--- src/rtl/clk_div_sched_if.sv ---
// Requester-side handshake bundle for clk_div_sched: request levels, requested
// counts, per-requester ack pulses, busy flag and the granted requester index.
interface clk_div_sched_if #(
    parameter int unsigned NUM_REQ = 4
);
    logic [NUM_REQ-1:0]    req;
    logic [16*NUM_REQ-1:0] cnt_req;
    logic [NUM_REQ-1:0]    ack;
    logic                  busy;
    logic [2:0]            grant_id;

    // Requester side
    modport master (
        output req,
        output cnt_req,
        input  ack,
        input  busy,
        input  grant_id
    );

    // Scheduler side
    modport slave (
        input  req,
        input  cnt_req,
        output ack,
        output busy,
        output grant_id
    );
endinterface

--- src/rtl/clk_div_sched.sv ---
// Divide-ratio scheduler: round-robin arbitrates requests for a new half-period
// count, applies the granted count right after a divider toggle (or after a
// timeout when the divider is stalled), waits for it to settle, then acks.
module clk_div_sched #(
    parameter int unsigned NUM_REQ      = 4,
    parameter logic [15:0] RESET_COUNT  = 16'd1,
    parameter int unsigned SETTLE_EDGES = 2,
    parameter int unsigned TIMEOUT_CYC  = 70000
) (
    input  logic                  clk_i,
    input  logic                  iRsn,
    clk_div_sched_if.slave        req_if,
    output logic [15:0]           count_o,
    input  logic                  div_clk_i,
    output logic                  timeout_o
);
    localparam int unsigned IdW    = 3;
    localparam int unsigned TimerW = $clog2(TIMEOUT_CYC);
    localparam logic [TimerW-1:0] TimerLast = TimerW'(TIMEOUT_CYC - 1);
    localparam logic [3:0]        SettleLast = 4'(SETTLE_EDGES);

    typedef enum logic [1:0] {
        StIdle,
        StWaitEdge,
        StSettle,
        StAck
    } state_e;

    state_e              state_q, state_d;
    logic [IdW-1:0]      rr_ptr_q, rr_ptr_d;
    logic [IdW-1:0]      grant_q, grant_d;
    logic [TimerW-1:0]   timer_q, timer_d;
    logic [3:0]          edge_cnt_q, edge_cnt_d;
    logic [15:0]         cnt_sel_q, cnt_sel_d;
    logic [15:0]         count_q, count_d;
    logic                busy_q, busy_d;
    logic [NUM_REQ-1:0]  ack_q, ack_d;
    logic                timeout_q, timeout_d;
    logic                div_q;

    logic                div_edge;
    logic [7:0]          req_pad;
    logic [15:0]         cnt_arr [8];
    logic                arb_found;
    logic [IdW-1:0]      arb_idx;
    logic [IdW-1:0]      cand;
    logic [15:0]         sel_cnt;

    // Pad requests/counts to 8 slots so a 3-bit index always selects in range
    for (genvar k = 0; k < 8; k++) begin : g_pad
        if (k < NUM_REQ) begin : g_used
            assign req_pad[k] = req_if.req[k];
            assign cnt_arr[k] = req_if.cnt_req[16*k +: 16];
        end else begin : g_unused
            assign req_pad[k] = 1'b0;
            assign cnt_arr[k] = 16'd0;
        end
    end

    assign div_edge = div_clk_i ^ div_q;

    // Round-robin search: first set request at or above rr_ptr, wrapping
    always_comb begin
        arb_found = 1'b0;
        arb_idx   = '0;
        cand      = '0;
        for (int i = 0; i < int'(NUM_REQ); i++) begin
            cand = IdW'((int'(rr_ptr_q) + i) % int'(NUM_REQ));
            if (!arb_found && req_pad[cand]) begin
                arb_found = 1'b1;
                arb_idx   = cand;
            end
        end
        // A zero count cannot be applied right after a toggle, so clamp to 1
        sel_cnt = (cnt_arr[arb_idx] == 16'd0) ? 16'd1 : cnt_arr[arb_idx];
    end

    // Next-state and datapath updates for the grant/apply/settle/ack sequence
    always_comb begin
        state_d    = state_q;
        rr_ptr_d   = rr_ptr_q;
        grant_d    = grant_q;
        timer_d    = timer_q;
        edge_cnt_d = edge_cnt_q;
        cnt_sel_d  = cnt_sel_q;
        count_d    = count_q;
        ack_d      = '0;
        timeout_d  = 1'b0;
        busy_d     = busy_q;
        // busy drops the cycle after the ack pulse unless a new grant lands
        if (ack_q != '0) begin
            busy_d = 1'b0;
        end

        unique case (state_q)
            StIdle: begin
                timer_d = '0;
                if (arb_found) begin
                    grant_d   = arb_idx;
                    cnt_sel_d = sel_cnt;
                    busy_d    = 1'b1;
                    state_d   = (sel_cnt == count_q) ? StAck : StWaitEdge;
                end
            end
            StWaitEdge: begin
                if (div_edge) begin
                    count_d    = cnt_sel_q;
                    timer_d    = '0;
                    edge_cnt_d = '0;
                    state_d    = StSettle;
                end else if (timer_q == TimerLast) begin
                    count_d   = cnt_sel_q;
                    timer_d   = '0;
                    timeout_d = 1'b1;
                    state_d   = StAck;
                end else begin
                    timer_d = timer_q + 1'b1;
                end
            end
            StSettle: begin
                if (div_edge) begin
                    timer_d    = '0;
                    edge_cnt_d = edge_cnt_q + 4'd1;
                    if (edge_cnt_q + 4'd1 == SettleLast) begin
                        state_d = StAck;
                    end
                end else if (timer_q == TimerLast) begin
                    timer_d   = '0;
                    timeout_d = 1'b1;
                    state_d   = StAck;
                end else begin
                    timer_d = timer_q + 1'b1;
                end
            end
            StAck: begin
                ack_d    = NUM_REQ'(1) << grant_q;
                rr_ptr_d = (grant_q == IdW'(NUM_REQ - 1)) ? '0 : grant_q + 3'd1;
                timer_d  = '0;
                state_d  = StIdle;
            end
            default: state_d = StIdle;
        endcase
    end

    // State and datapath registers
    always_ff @(posedge clk_i or negedge iRsn) begin
        if (!iRsn) begin
            state_q    <= StIdle;
            rr_ptr_q   <= '0;
            grant_q    <= '0;
            timer_q    <= '0;
            edge_cnt_q <= '0;
            cnt_sel_q  <= RESET_COUNT;
            count_q    <= RESET_COUNT;
            busy_q     <= 1'b0;
            ack_q      <= '0;
            timeout_q  <= 1'b0;
            div_q      <= 1'b0;
        end else begin
            state_q    <= state_d;
            rr_ptr_q   <= rr_ptr_d;
            grant_q    <= grant_d;
            timer_q    <= timer_d;
            edge_cnt_q <= edge_cnt_d;
            cnt_sel_q  <= cnt_sel_d;
            count_q    <= count_d;
            busy_q     <= busy_d;
            ack_q      <= ack_d;
            timeout_q  <= timeout_d;
            div_q      <= div_clk_i;
        end
    end

    assign req_if.ack      = ack_q;
    assign req_if.busy     = busy_q;
    assign req_if.grant_id = grant_q;
    assign count_o         = count_q;
    assign timeout_o       = timeout_q;

endmodule

--- src/flat_wrapper.sv ---
// flat-port wrapper written by rule: the top's interface ports become plain ports
module clk_div_sched_flat 
#(
    parameter int unsigned NUM_REQ      = 4,
    parameter logic [15:0] RESET_COUNT  = 16'd1,
    parameter int unsigned SETTLE_EDGES = 2,
    parameter int unsigned TIMEOUT_CYC  = 70000
)
  (clk_i, iRsn, count_o, div_clk_i, timeout_o, req_if_req, req_if_cnt_req, req_if_ack, req_if_busy, req_if_grant_id);
  clk_div_sched_if #(.NUM_REQ(NUM_REQ)) req_if_i ();
  input  logic clk_i;
  input  logic iRsn;
  output logic [15:0] count_o;
  input  logic div_clk_i;
  output logic timeout_o;
  input wire logic [$bits(req_if_i.req)-1:0] req_if_req;
  input wire logic [$bits(req_if_i.cnt_req)-1:0] req_if_cnt_req;
  output wire logic [$bits(req_if_i.ack)-1:0] req_if_ack;
  output wire logic [$bits(req_if_i.busy)-1:0] req_if_busy;
  output wire logic [$bits(req_if_i.grant_id)-1:0] req_if_grant_id;
  assign req_if_i.req = req_if_req;
  assign req_if_i.cnt_req = req_if_cnt_req;
  assign req_if_ack = req_if_i.ack;
  assign req_if_busy = req_if_i.busy;
  assign req_if_grant_id = req_if_i.grant_id;
  clk_div_sched #(.NUM_REQ(NUM_REQ), .RESET_COUNT(RESET_COUNT), .SETTLE_EDGES(SETTLE_EDGES), .TIMEOUT_CYC(TIMEOUT_CYC)) u_core (.clk_i(clk_i), .iRsn(iRsn), .req_if(req_if_i), .count_o(count_o), .div_clk_i(div_clk_i), .timeout_o(timeout_o));
endmodule
--- config.mk ---
export PLATFORM = sky130hd
export DESIGN_NAME = clk_div_sched_flat
export DESIGN_NICKNAME = d
export VERILOG_FILES = /design/src/rtl/clk_div_sched_if.sv /design/src/rtl/clk_div_sched.sv /design/src/flat_wrapper.sv
export SDC_FILE = /design/constraint.sdc
export NUM_CORES = 1
export LEC_CHECK = 0
export BUFFER_PORTS_ARGS = -buffer_cell sky130_fd_sc_hd__buf_4
export CORE_MARGIN = 8
export CORE_UTILIZATION = 45
export CTS_CLUSTER_DIAMETER = 50
export DETAILED_ROUTE_END_ITERATION = 8
export PLACE_DENSITY = 0.67
export SYNTH_ARGS = -nofsm -noshare
export SYNTH_HDL_FRONTEND = slang
export SYNTH_SLANG_ARGS = --single-unit
--- constraint.sdc ---
create_clock -name clk_i -period 5.55 [get_ports clk_i]
set_clock_uncertainty 0.2 [all_clocks]
set_input_delay 1.11 -clock clk_i [delete_from_list [all_inputs] [get_ports clk_i]]
set_output_delay 1.11 -clock clk_i [all_outputs]
set_load 0.005 [all_outputs]
# Yosys cells after proc, flatten, opt, wreduce, memory -nomap -nowiden
# Index checks and enable logic that the tools add are counted.
# W data, S select, Z words.
dict set report totals {
  output_inout_bits 25
  elab_cells 102
  input_bits 71
  reg_bits 67
}
dict set report classes {
  muxes 43
  order_cmp 5
  n_shift 1
  addsub 6
  reduce_logical 20
  bitwise_logic 5
  eq_ne 11
}
# operator n
set ops {}
lappend ops {{$mux W16} 5}
lappend ops {{$bmux W16 S3} 1}
lappend ops {{$mux W17} 2}
lappend ops {{$pmux W17 S2} 1}
lappend ops {{$add A17 B1 Y17 const B} 1}
lappend ops {{$eq A17 B17 Y1 const B} 1}
lappend ops {{$eq A16 B16 Y1} 1}
lappend ops {{$logic_not A16 Y1} 1}
lappend ops {{$mux W2} 8}
lappend ops {{$mux W1} 14}
lappend ops {{$lt A3 B4 Y1 const B} 3}
lappend ops {{$mux W4} 3}
lappend ops {{$reduce_or A2 Y1} 5}
lappend ops {{$bmux W1 S3} 3}
lappend ops {{$mux W3} 3}
lappend ops {{$pmux W2 S4} 1}
lappend ops {{$pmux W4 S2} 1}
lappend ops {{$ne A2 B1 Y1 const B} 3}
lappend ops {{$reduce_and A2 Y1} 3}
lappend ops {{$add A2 B1 Y2 const B} 2}
lappend ops {{$add A2 B2 Y2 const B} 2}
lappend ops {{$add A4 B1 Y4 const B} 1}
lappend ops {{$eq A2 B2 Y1 const B} 2}
lappend ops {{$eq A4 B2 Y1 const B} 1}
lappend ops {{other kinds (16)} 23}

# Logic depth before layout (Yosys ltp)
# Gate-level depths: netlist (run 1).
dict set report logic_depth {
  word_depth 23
  ltp_mapped 12
  mapped_depth_nobuf 10
}

# Worst setup path before layout (run 1)
# No wires, ideal clock.
dict set report synth_timing {
  kind {input -> register}
  startpoint {input port req_if_req[1]}
  endpoint {register u_core.state_q[1]}
  setup_slack_ns 2.315
  t_arrival_ns 2.931
  path_buffers 1
  setup_time_ns 0.104
  cell_stages 10
  required_ns 5.246
  path_cell_list {a221oi_2 o211a_4 buf_12 mux2i_1 mux2_2 nand4_2 nor3_2 a31oi_2 xnor2_1 o41ai_2}
}
dict set report synth_via {
  elab_chain_len 22
  word_cells_on_any_way 34
  classes_between {2 x eq/ne; 23 x mux; 1 x bitwise; 8 x reduce/logical}
}
# element line_no
set synth_rtl {}
lappend synth_rtl {{from (decl)} flat_wrapper.sv:16} ;# input wire logic [$bits(req_if_i.req)-1:0] req_if_req;
lappend synth_rtl {{$bmux W1 S2} clk_div_sched.sv:69} ;# if (!arb_found && req_pad[cand]) begin
lappend synth_rtl {{$mux W1 (implied by the code)} clk_div_sched.sv:69}
lappend synth_rtl {{$mux W1} clk_div_sched.sv:69}
lappend synth_rtl {{$logic_not A1 Y1} clk_div_sched.sv:69}
lappend synth_rtl {{$logic_and A1 B1 Y1} clk_div_sched.sv:69}
lappend synth_rtl {{$mux W1} clk_div_sched.sv:69}
lappend synth_rtl {{$logic_not A1 Y1} clk_div_sched.sv:69}
lappend synth_rtl {{$logic_and A1 B1 Y1} clk_div_sched.sv:69}
lappend synth_rtl {{[... 5 more ...]} -}
lappend synth_rtl {{$bmux W16 S3} clk_div_sched.sv:75} ;# sel_cnt = (cnt_arr[arb_idx] == 16'd0) ? 16'd1 : cnt_arr[arb_idx];
lappend synth_rtl {{$mux W16 (implied by the code) (2 in series)} clk_div_sched.sv:75}
lappend synth_rtl {{$logic_not A16 Y1} clk_div_sched.sv:75}
lappend synth_rtl {{$mux W16} clk_div_sched.sv:75}
lappend synth_rtl {{$eq A16 B16 Y1} clk_div_sched.sv:102} ;# state_d = (sel_cnt == count_q) ? StAck : StWaitEdge;
lappend synth_rtl {{$mux W2} clk_div_sched.sv:102}
lappend synth_rtl {{$mux W2} clk_div_sched.sv:98} ;# if (arb_found) begin
lappend synth_rtl {{$pmux W2 S4} clk_div_sched.sv:95} ;# unique case (state_q)
lappend synth_rtl {{to (signal assigned)} clk_div_sched.sv:148} ;# state_q <= StIdle;
lappend synth_rtl {{to (signal assigned)} clk_div_sched.sv:160} ;# state_q <= state_d;
lappend synth_rtl {{to (decl)} clk_div_sched.sv:29} ;# state_e state_q, state_d;
# Parallel ways exist; a longest one is shown, timed or not. The select of a mux whose other input is x is not followed.
# A chain may end at the register's enable or synchronous reset.

# Worst setup path after layout (run 1)
dict set report layout_timing {
  startpoint {input port req_if_req[3]}
  endpoint {register u_core.state_q[1]}
}
# Same word-level chain as after synthesis.

==> flow_summary.ini, run 1 <==
[synth]
netlist_instances = 372
synth-seq-cells = 66
yosys_warnings = 0
async_flop_share_pct = 100.0
synth-main-ff-cell = dfrtp_1
synth-edff-count = 0
synth_seq_area_share_pct = 44.27
postSynthAreaPerCell_sq_um = 10.04
synth.distinct_cells = 50
syn_nets = 455
syn_area_sq_um = 3736

[global_routing]
grt-ovfl-total = 0
grt_pass1_vias = 2966
grt_max_degree = 67
grt_usage_pct = 15.92
grt_pass1_wl_microns = 14570
antenna_found_initial = 0

[setup_path]
critPathRequiredTime_ps = 5600
cp_slowest_cell = nor3_4
timing.rr.start = u_core.rr_ptr_q[1]$_DFFE_PN0P_
cp_max_fo = 29
crit_family = simple AND/OR/NAND/NOR gates
path_cells = buf_4 -> nor2b_2 -> o21a_1 -> nor3_4 -> o21ai_0 -> and4b_1 -> a31oi_2 -> xnor2_1 -> o41ai_2
critPathMaxStageDelay_ps = 880
r2r_cells = 8
worst_setup_path_end_kind = flop
r2r-end = u_core.state_q[1]$_DFFE_PN0P_
path_class = in2reg
crit_buf_inv = 1
critPathLaunchType = input pin
worst_ep_arrival_time_ps = 3720
regToRegSetupSlack_ps = 2240

[clock_network]
clkSinkCount = 66
cts_max_path_buffers = 2
clk_pin_slew_ps = 70
postCtsSetupBuffers = 0
numCtsBuffers = 9
ctsResizeCount = 0
clock_latency_ps = 340
htree_levels = 3
cts_root_buf = clkbuf_8
postCtsHoldBufs = 0
cts_tree = yes

[timing]
whs_ps = 272.7
setup_viol = 0
fmax_ghz = 0.2721
hold_viol = 0
rsz0062_at_grt = no
tns_ps = 0
period_share_pct = 66.23
worst_pin_slew_ps = 1093
slew-limit-headroom_pct = 26.87
period_minus_slack_ps = 3676
slew_viol_final = 0

[hold_path]
min_to = u_core.timer_q[0]$_DFF_PN0_
hp-start = u_core.timer_q[0]$_DFF_PN0_
min_path_type = reg2reg
holdPathStages = 1

[floorplanning]
die_w_microns = 107.1
core.rowCount = 33
core-area_sq_um = 8134
die_y_microns = 107.1
start_util_pct = 45.93
dieArea_sq_um = 11470
num_io_pins = 96

[layout]
regArea_sq_um = 1654
diodes = 0
multi_input_area_sq_um = 1968
synthToLayoutAreaGrowth_pct = 25.52
nFillCells = 722
final_nets = 548
layout-drive-gt1-share_pct = 32.34

[status]
status = finished clean

[pwr]
swShare_pct = 37.94
p_switching_w = 0.0007894
p_int_w = 0.001291
power_density_nw_per_um2 = 443.7
ir_drop_mv = 0.2002
pwr-share-comb_pct = 44.3
p_clk_share_pct = 18.4
p_leak_nw = 2.197
power.share.sequential_pct = 37.2

[routing]
wl_microns = 8906
wl_per_cell_microns = 15.49
ant_nets = 0
num_vias = 2927
via_per_inst = 5.090
initialDrtViolationCount = 137
drc = 0
first_pass_iters = 4

[place]
gp_congestion = 0.8259
hpwlAfterDp_microns = 6747
port_buffers = 94

[flow_run]
drv_cap = 0
synth_stat cells, drive strengths merged (2+ instances only):
master   n  area share [%]
a22o     2            0.47
mux2i   19             5.1
nor2    27             2.7
a211oi   5             1.0
nor3     5            0.94
nand2b   4            0.67
clkbuf   7            0.70
xnor2   17             4.0
nand4    6             1.2
and3     8             1.3
nand2   62             6.2
o221ai   2            0.47
dfrtp   64              43
xor2    13             3.0
o21ai   28             3.8
nand3    9             1.2
nor2b    2            0.40
buf      7             1.7
nor4     3            0.50
mux2    30             9.0
a31oi    3            0.67
a21oi    4            0.54
ha      12             4.0
and2     6             1.0
dfstp    2             1.4
inv      8            0.80
a22oi    2            0.40
cells by family after synthesis:
| kind of cell | count (synthesis) | share of synthesized area (%) |
|---|---|---|
| AO/OA/AOI/OAI | 55 | 9.880 |
| XOR/XNOR | 30 | 7.033 |
| adder cells (fa/ha/maj) | 12 | 4.019 |
| buffers and inverters | 22 | 3.215 |
| flip-flops | 66 | 44.27 |
| multiplexers | 49 | 14.13 |
| other | 1 | 0.1004 |
| AND/OR/NAND/NOR | 137 | 17.35 |
sequential cells by signal, indices dropped and copies added (netlist names):
signal                  cells
u_core.rr_ptr_q             2
u_core.req_if.grant_id      2
u_core.edge_cnt_q           4
u_core.req_if.ack           4
u_core.state_q              2
u_core.div_q                1
u_core.cnt_sel_q           16
u_core.count_o             16
u_core.timer_q             17
u_core.timeout_o            1
u_core.req_if.busy          1
placed cells by master (no fill, tap or decap), types with 12 or more instances in the layout:
cell type	count
xor2_1	13
mux2i_1	19
dfrtp_1	64
o21ai_0	27
buf_4	96
mux2_2	30
nand2_1	62
xnor2_1	17
ha_1	12
nor2_1	27
worst max path at each step:
| stage | from | to | slack (ps) | cells after the start |
|---|---|---|---|---|
| 2_1_floorplan | req_if_req[1] | u_core.state_q[1]$_DFFE_PN0P_ | 2320 | 10 |
| 3_3_place_gp | req_if_req[3] | u_core.state_q[1]$_DFFE_PN0P_ | 1690 | 10 |
| 3_5_place_dp | req_if_req[3] | u_core.state_q[1]$_DFFE_PN0P_ | 1500 | 9 |
| 4_1_cts | req_if_req[3] | u_core.state_q[1]$_DFFE_PN0P_ | 1880 | 9 |
| 5_1_grt | req_if_req[3] | u_core.state_q[1]$_DFFE_PN0P_ | 1680 | 9 |
| 6_report | req_if_req[3] | u_core.state_q[1]$_DFFE_PN0P_ | 1870 | 9 |
power by group through the flow:
stage | clock network (W) | registers, W | logic (W)
2_1_floorplan | 0 | 0.000751 | 0.000641
3_3_place_gp | 0 | 0.000777 | 0.000923
3_5_place_dp | 0 | 0.000782 | 0.000931
4_1_cts | 0.000395 | 0.000775 | 0.000936
5_1_grt | 0.000416 | 0.000795 | 0.00103
6_report | 0.000384 | 0.000775 | 0.000922
worst register-to-register path, delay by kind of cell (launching register included):
| family | cells | cell delay [ps] |
|---|---|---|
| and+or+nand+nor | 3 | 1380 |
| AOI/OAI and AO/OA | 4 | 1130 |
| DFF | 1 | 400 |
| xor gates and xnor gates | 1 | 100 |
cell type report:
type | instances | area share, %
timing repair buffer | 96 | 15.37
clock inverter | 6 | 1.227
sequential | 66 | 35.27
tap | 105 | 2.801
clock buffer | 10 | 2.721
multi-input combinational | 284 | 41.97
inverter | 8 | 0.6403
per-stage QoR:
stage               utilization [%]  total power [W]  std cells  area, sq um  worst slack (ps)
finish                        57.65         0.002081        575         4690              1874
floorplan                         -         0.001392        372         3736              2316
global placement              55.38         0.001699        559         4504              1685
detailed placement            55.38         0.001713        559         4504              1503
global route                  57.65         0.002245        575         4690              1682
CTS                           57.65         0.002105        575         4690              1878
per-layer routing:
layer | vias to the layer above | share of wire (%) | wire length [microns] | global-route usage (%)
met5 | - | 0 | 0 | 0
met4 | 0 | 1.0 | 91 | 4.824
met3 | 9 | 4.9 | 436 | 4.739
met2 | 65 | 50 | 4460 | 26.96
met1 | 1369 | 44 | 3917 | 18.96
li1 | 1484 | - | - | -
Note: power is estimated with default switching activity, not from simulation.
==> run 2: changes to the inputs <==
Clock period 5.55 ns to 3.7 ns, I/O delays scaled along.
==> run 2 against run 1 <==
Global-route usage down 0.070 points. First-iteration DRC count down 31%. Critical path type unchanged. Sequential share of layout area down 0.46 points.
==> flow_summary.ini, run 2 (synthesis gave the netlist of run 1 again) <==
[layout]
largest-register = u_core.timer_q
layout-drive-gt1-share_pct = 32.35
final_cell_mix = buf_4 (98), dfrtp_1 (64), nand2_1 (62), mux2_2 (30)
final_nets = 551
layout_commonest_cell = buf_4
largest_register_ffs = 17
diodes = 0
nFillCells = 712
synthToLayoutAreaGrowth_pct = 27.16

[floorplanning]
core.rowCount = 33
core-area_sq_um = 8134
start_util_pct = 45.93
num_io_pins = 96
die_y_microns = 107.1
dieArea_sq_um = 11470
die_w_microns = 107.1

[pwr]
power_density_nw_per_um2 = 678.7
ir_drop_mv = 0.4119
p_leak_nw = 2.221

[global_routing]
grt_usage_pct = 15.85
grt_pass1_vias = 3085
grt-ovfl-total = 0
grt_pass1_wl_microns = 14640
antenna_found_initial = 0
grt_max_degree = 67

[timing]
rsz0062_at_grt = no
fmax_ghz = 0.3308
slew-limit-headroom_pct = 46.27
setup_viol = 0
period_share_pct = 81.69
worst_pin_slew_ps = 806.0
period_minus_slack_ps = 3023
hold_viol = 0
slew_viol_final = 0
tns_ps = 0
whs_ps = 269.3

[status]
status = finished clean

[routing]
num_vias = 2997
wl_microns = 8782
initialDrtViolationCount = 95
drc = 0
ant_nets = 0
via_per_inst = 5.185
first_pass_iters = 4
wl_per_cell_microns = 15.19

[flow_run]
drv_cap = 0

[clock_network]
clock_latency_ps = 340
cts_max_path_buffers = 2
cts_root_buf = clkbuf_8
htree_levels = 3
cts_tree = yes
ctsResizeCount = 0
clkSinkCount = 66
numCtsBuffers = 9
postCtsHoldBufs = 0
postCtsSetupBuffers = 0
clk_pin_slew_ps = 70

[setup_path]
critPathLaunchType = input pin
worst_ep_arrival_time_ps = 3060
cp_max_fo = 30
worst_setup_path_end_kind = flop
path_class = in2reg
critPathRequiredTime_ps = 3740

[place]
gp_congestion = 0.7971
hpwlAfterDp_microns = 6659
port_buffers = 94

[hold_path]
min_path_type = reg2reg
[run 2: cell type report]
cell class / instances / area [sq um] / share of cell area [%]
Inverter: 8 / 30.03 / 0.6321
Multi-Input combinational cell: 284 / 1968 / 41.43
Clock inverter: 4 / 76.32 / 1.607
Timing Repair Buffer: 99 / 755.7 / 15.91
Tap cell: 105 / 131.4 / 2.765
Sequential cell: 66 / 1654 / 34.82
Clock buffer: 12 / 135.1 / 2.844
[run 2: path summary, 6_finish.rpt]
path                            cells after the start                           start                         endpoint  slack [ps]
worst max-delay path                               10                   req_if_req[1]    u_core.state_q[1]$_DFFE_PN0P_         680
max in group asynchronous                           1                            iRsn  u_core.cnt_sel_q[3]$_DFFE_PN0P_        2480
min in group asynchronous                           1                            iRsn   u_core.req_if.ack[2]$_DFF_PN0_         290
worst max register to register                     10  u_core.rr_ptr_q[0]$_DFFE_PN0P_    u_core.state_q[1]$_DFFE_PN0P_         690
worst min register to register                      1     u_core.timer_q[0]$_DFF_PN0_      u_core.timer_q[0]$_DFF_PN0_         270
worst min-delay path                                1     u_core.timer_q[0]$_DFF_PN0_      u_core.timer_q[0]$_DFF_PN0_         270
[run 2: worst max-delay path, cell delays in order]
cell,delay (ps)
buf_4,120
a221oi_2,290
o211a_4,520
mux2i_1,270
mux2_2,220
nand4_2,110
nor3_2,180
a31oi_2,120
xnor2_1,140
o41ai_2,320
[run 2: power by group]
| part | switching (W) | leakage [nW] | internal [W] | total (W) |
|---|---|---|---|---|
| clock network | 0.000265 | 0.101 | 0.000381 | 0.000647 |
| logic | 0.000725 | 1.28 | 0.000696 | 0.00142 |
| registers | 0.000195 | 0.843 | 0.000962 | 0.00116 |
[run 2: through the flow]
step	cells	util [%]	cell area (sq um)	setup slack [ps]	power, W
after floorplan	372	-	3736	835.5	0.002089
after global placement	562	55.81	4539	378.4	0.002572
after detailed placement	562	55.81	4539	295.5	0.002605
after CTS	578	58.41	4751	652.0	0.003268
after global routing	578	58.41	4751	482.4	0.003472
final	578	58.41	4751	677.3	0.003224
[run 2: layer usage]
layer | global-route usage, % | wire length, microns
met1 | 18.35 | 3810
met2 | 26.21 | 4297
met3 | 5.279 | 477
met5 | 0 | 0
met4 | 6.734 | 197
==> run 3: changes to the inputs <==
Clock period 3.7 ns to 3.1 ns, I/O delays scaled along.
==> run 3 against run 2 <==
Register-to-register slack worse by 530 ps. Final area up 2.8%. Worst setup slack worse by 510 ps. Cell count up 3.3%. Non-clock buffer count up 19. Die area unchanged. Via count up 1.0%.
==> flow_summary.ini, run 3 (synthesis gave the netlist of run 1 again) <==
[floorplanning]
die_w_microns = 107.1
die_y_microns = 107.1
start_util_pct = 45.93
num_io_pins = 96
dieArea_sq_um = 11470
core-area_sq_um = 8134
core.rowCount = 33

[setup_path]
path_class = reg2reg
path_cells = inv_1 -> a221oi_2 -> o211a_4 -> buf_12 -> mux2i_1 -> mux2_2 -> nand4_2 -> nor3_2 -> a31oi_2 -> xnor2_1 -> o41ai_2
critPathLaunchType = flop
endpoint = u_core.state_q[1]$_DFFE_PN0P_
r2r-end = u_core.state_q[1]$_DFFE_PN0P_
cp-startpoint = u_core.rr_ptr_q[1]$_DFFE_PN0P_
timing.rr.start = u_core.rr_ptr_q[1]$_DFFE_PN0P_
r2r_cells = 11
worst_ep_arrival_time_ps = 2970
critPathMaxStageDelay_ps = 390
crit_buf_inv = 2
cp_max_fo = 8
critPathRequiredTime_ps = 3130
worst_setup_path_end_kind = flop
regToRegSetupSlack_ps = 160
crit_family = compound AO/OA/AOI/OAI gates
cp_num_cells = 11
cp_slowest_cell = dfrtp_1

[routing]
initialDrtViolationCount = 68
wl_microns = 9153
first_pass_iters = 4
via_per_inst = 5.072
num_vias = 3028
drc = 0
ant_nets = 0
wl_per_cell_microns = 15.33

[global_routing]
grt_pass1_wl_microns = 15430
grt-ovfl-total = 0
grt_max_degree = 67
grt_usage_pct = 16.53
antenna_found_initial = 0
grt_pass1_vias = 3250

[clock_network]
cts_root_buf = clkbuf_8
numCtsBuffers = 9
postCtsHoldBufs = 0
cts_tree = yes
clock_latency_ps = 340
cts_max_path_buffers = 2
htree_levels = 3
clkSinkCount = 66
clk_pin_slew_ps = 70

[timing]
hold_viol = 0
slew-limit-headroom_pct = 45.70
fmax_ghz = 0.3405
whs_ps = 164.7
worst_pin_slew_ps = 814.4
period_minus_slack_ps = 2937
setup_viol = 0
period_share_pct = 94.75
rsz0062_at_grt = no
slew_viol_final = 0

[place]
port_buffers = 94
hpwlAfterDp_microns = 7030
placed_cells = 580
gp_congestion = 0.8156

[layout]
final_cell_mix = buf_4 (115), dfrtp_1 (64), nand2_1 (62), mux2_2 (30)
layout-drive-gt1-share_pct = 34.76
largest-register = u_core.timer_q
layout_commonest_cell = buf_4
diodes = 0
final_nets = 570
synthToLayoutAreaGrowth_pct = 30.78
instances_no_fill = 597
largest_register_ffs = 17

[pwr]
ir_drop_mv = 0.4549
power_w = 0.003910
power_density_nw_per_um2 = 800.2
p_leak_nw = 2.311

[flow_run]
drv_cap = 0

[hold_path]
min_path_type = in2async

[status]
status = finished clean
[run 3: cell count changes in the layout (fill, tap and decap cells not counted), sizes merged]
cell | previous run | this run
buf | 99 | 118
clkinvlp | 1 | 0
clkbuf | 12 | 13
bufinv | 2 | 1
clkinv | 1 | 2
[run 3: worst min-delay path by stage]
| stage | from | to | slack, ps | cells past startpoint |
|---|---|---|---|---|
| after floorplan | iRsn | u_core.cnt_sel_q[10]$_DFFE_PN0P_ | 120 | 0 |
| after global placement | u_core.timer_q[0]$_DFF_PN0_ | u_core.timer_q[0]$_DFF_PN0_ | 240 | 1 |
| after detailed placement | u_core.timer_q[0]$_DFF_PN0_ | u_core.timer_q[0]$_DFF_PN0_ | 260 | 1 |
| after CTS | iRsn | u_core.req_if.busy$_DFF_PN0_ | 210 | 1 |
| after global routing | div_clk_i | u_core.div_q$_DFF_PN0_ | 210 | 1 |
| final | iRsn | u_core.rr_ptr_q[1]$_DFFE_PN0P_ | 160 | 1 |
[run 3: area by class of cell]
| cell class | instances | area [sq um] |
|---|---|---|
| Sequential cell | 66 | 1654 |
| Fill cell | 708 | 3248 |
| Timing Repair Buffer | 118 | 923.4 |
| Clock buffer | 13 | 138.9 |
| Clock inverter | 3 | 40.04 |
| Multi-Input combinational cell | 284 | 1968 |
| Inverter | 8 | 30.03 |
| Tap cell | 105 | 131.4 |
[run 3: metrics by stage]
stage	utilization (%)	setup WS (ps)	area [sq um]	setup TNS [ps]
floorplan	-	355.5	3736	0
global placement	57.78	-35.30	4700	-35.30
CTS	59.98	134.8	4878	0
finish	60.07	162.7	4886	0
detailed placement	57.78	-81.81	4700	-81.81
global route	60.07	11.20	4886	0
[run 3: per-layer routing]
layer / part of all wire (%) / wire [microns] / global-route usage, % / up-vias
met1: 43 / 3971 / 19.44 / 1435
met2: 51 / 4645 / 28.42 / 59
met4: 0.74 / 68 / 4.422 / 0
li1: - / - / - / 1527
met5: 0 / 0 / 0 / -
met3: 5.1 / 467 / 5.099 / 7
[run 3: where the power goes]
part	leakage, nW	switching (W)	total (W)	internal, W
registers	0.843	0.000229	0.00138	0.00115
clock network	0.0914	0.000310	0.000681	0.000370
logic	1.38	0.000898	0.00185	0.000954
total	2.31	0.00144	0.00391	0.00247
[run 3: timing repair]
action	CTS	global route
setup buffers	0	1
hold endpoints to repair	0	0
setup endpoints to repair	0	1
gates resized for setup	0	0
[run 3: worst register-to-register path, cell delays in order (launching register included)]
cell	delay, ps
dfrtp_1	390
inv_1	100
a221oi_2	330
o211a_4	320
buf_12	160
mux2i_1	200
mux2_2	210
nand4_2	110
nor3_2	190
a31oi_2	120
xnor2_1	150
o41ai_2	340
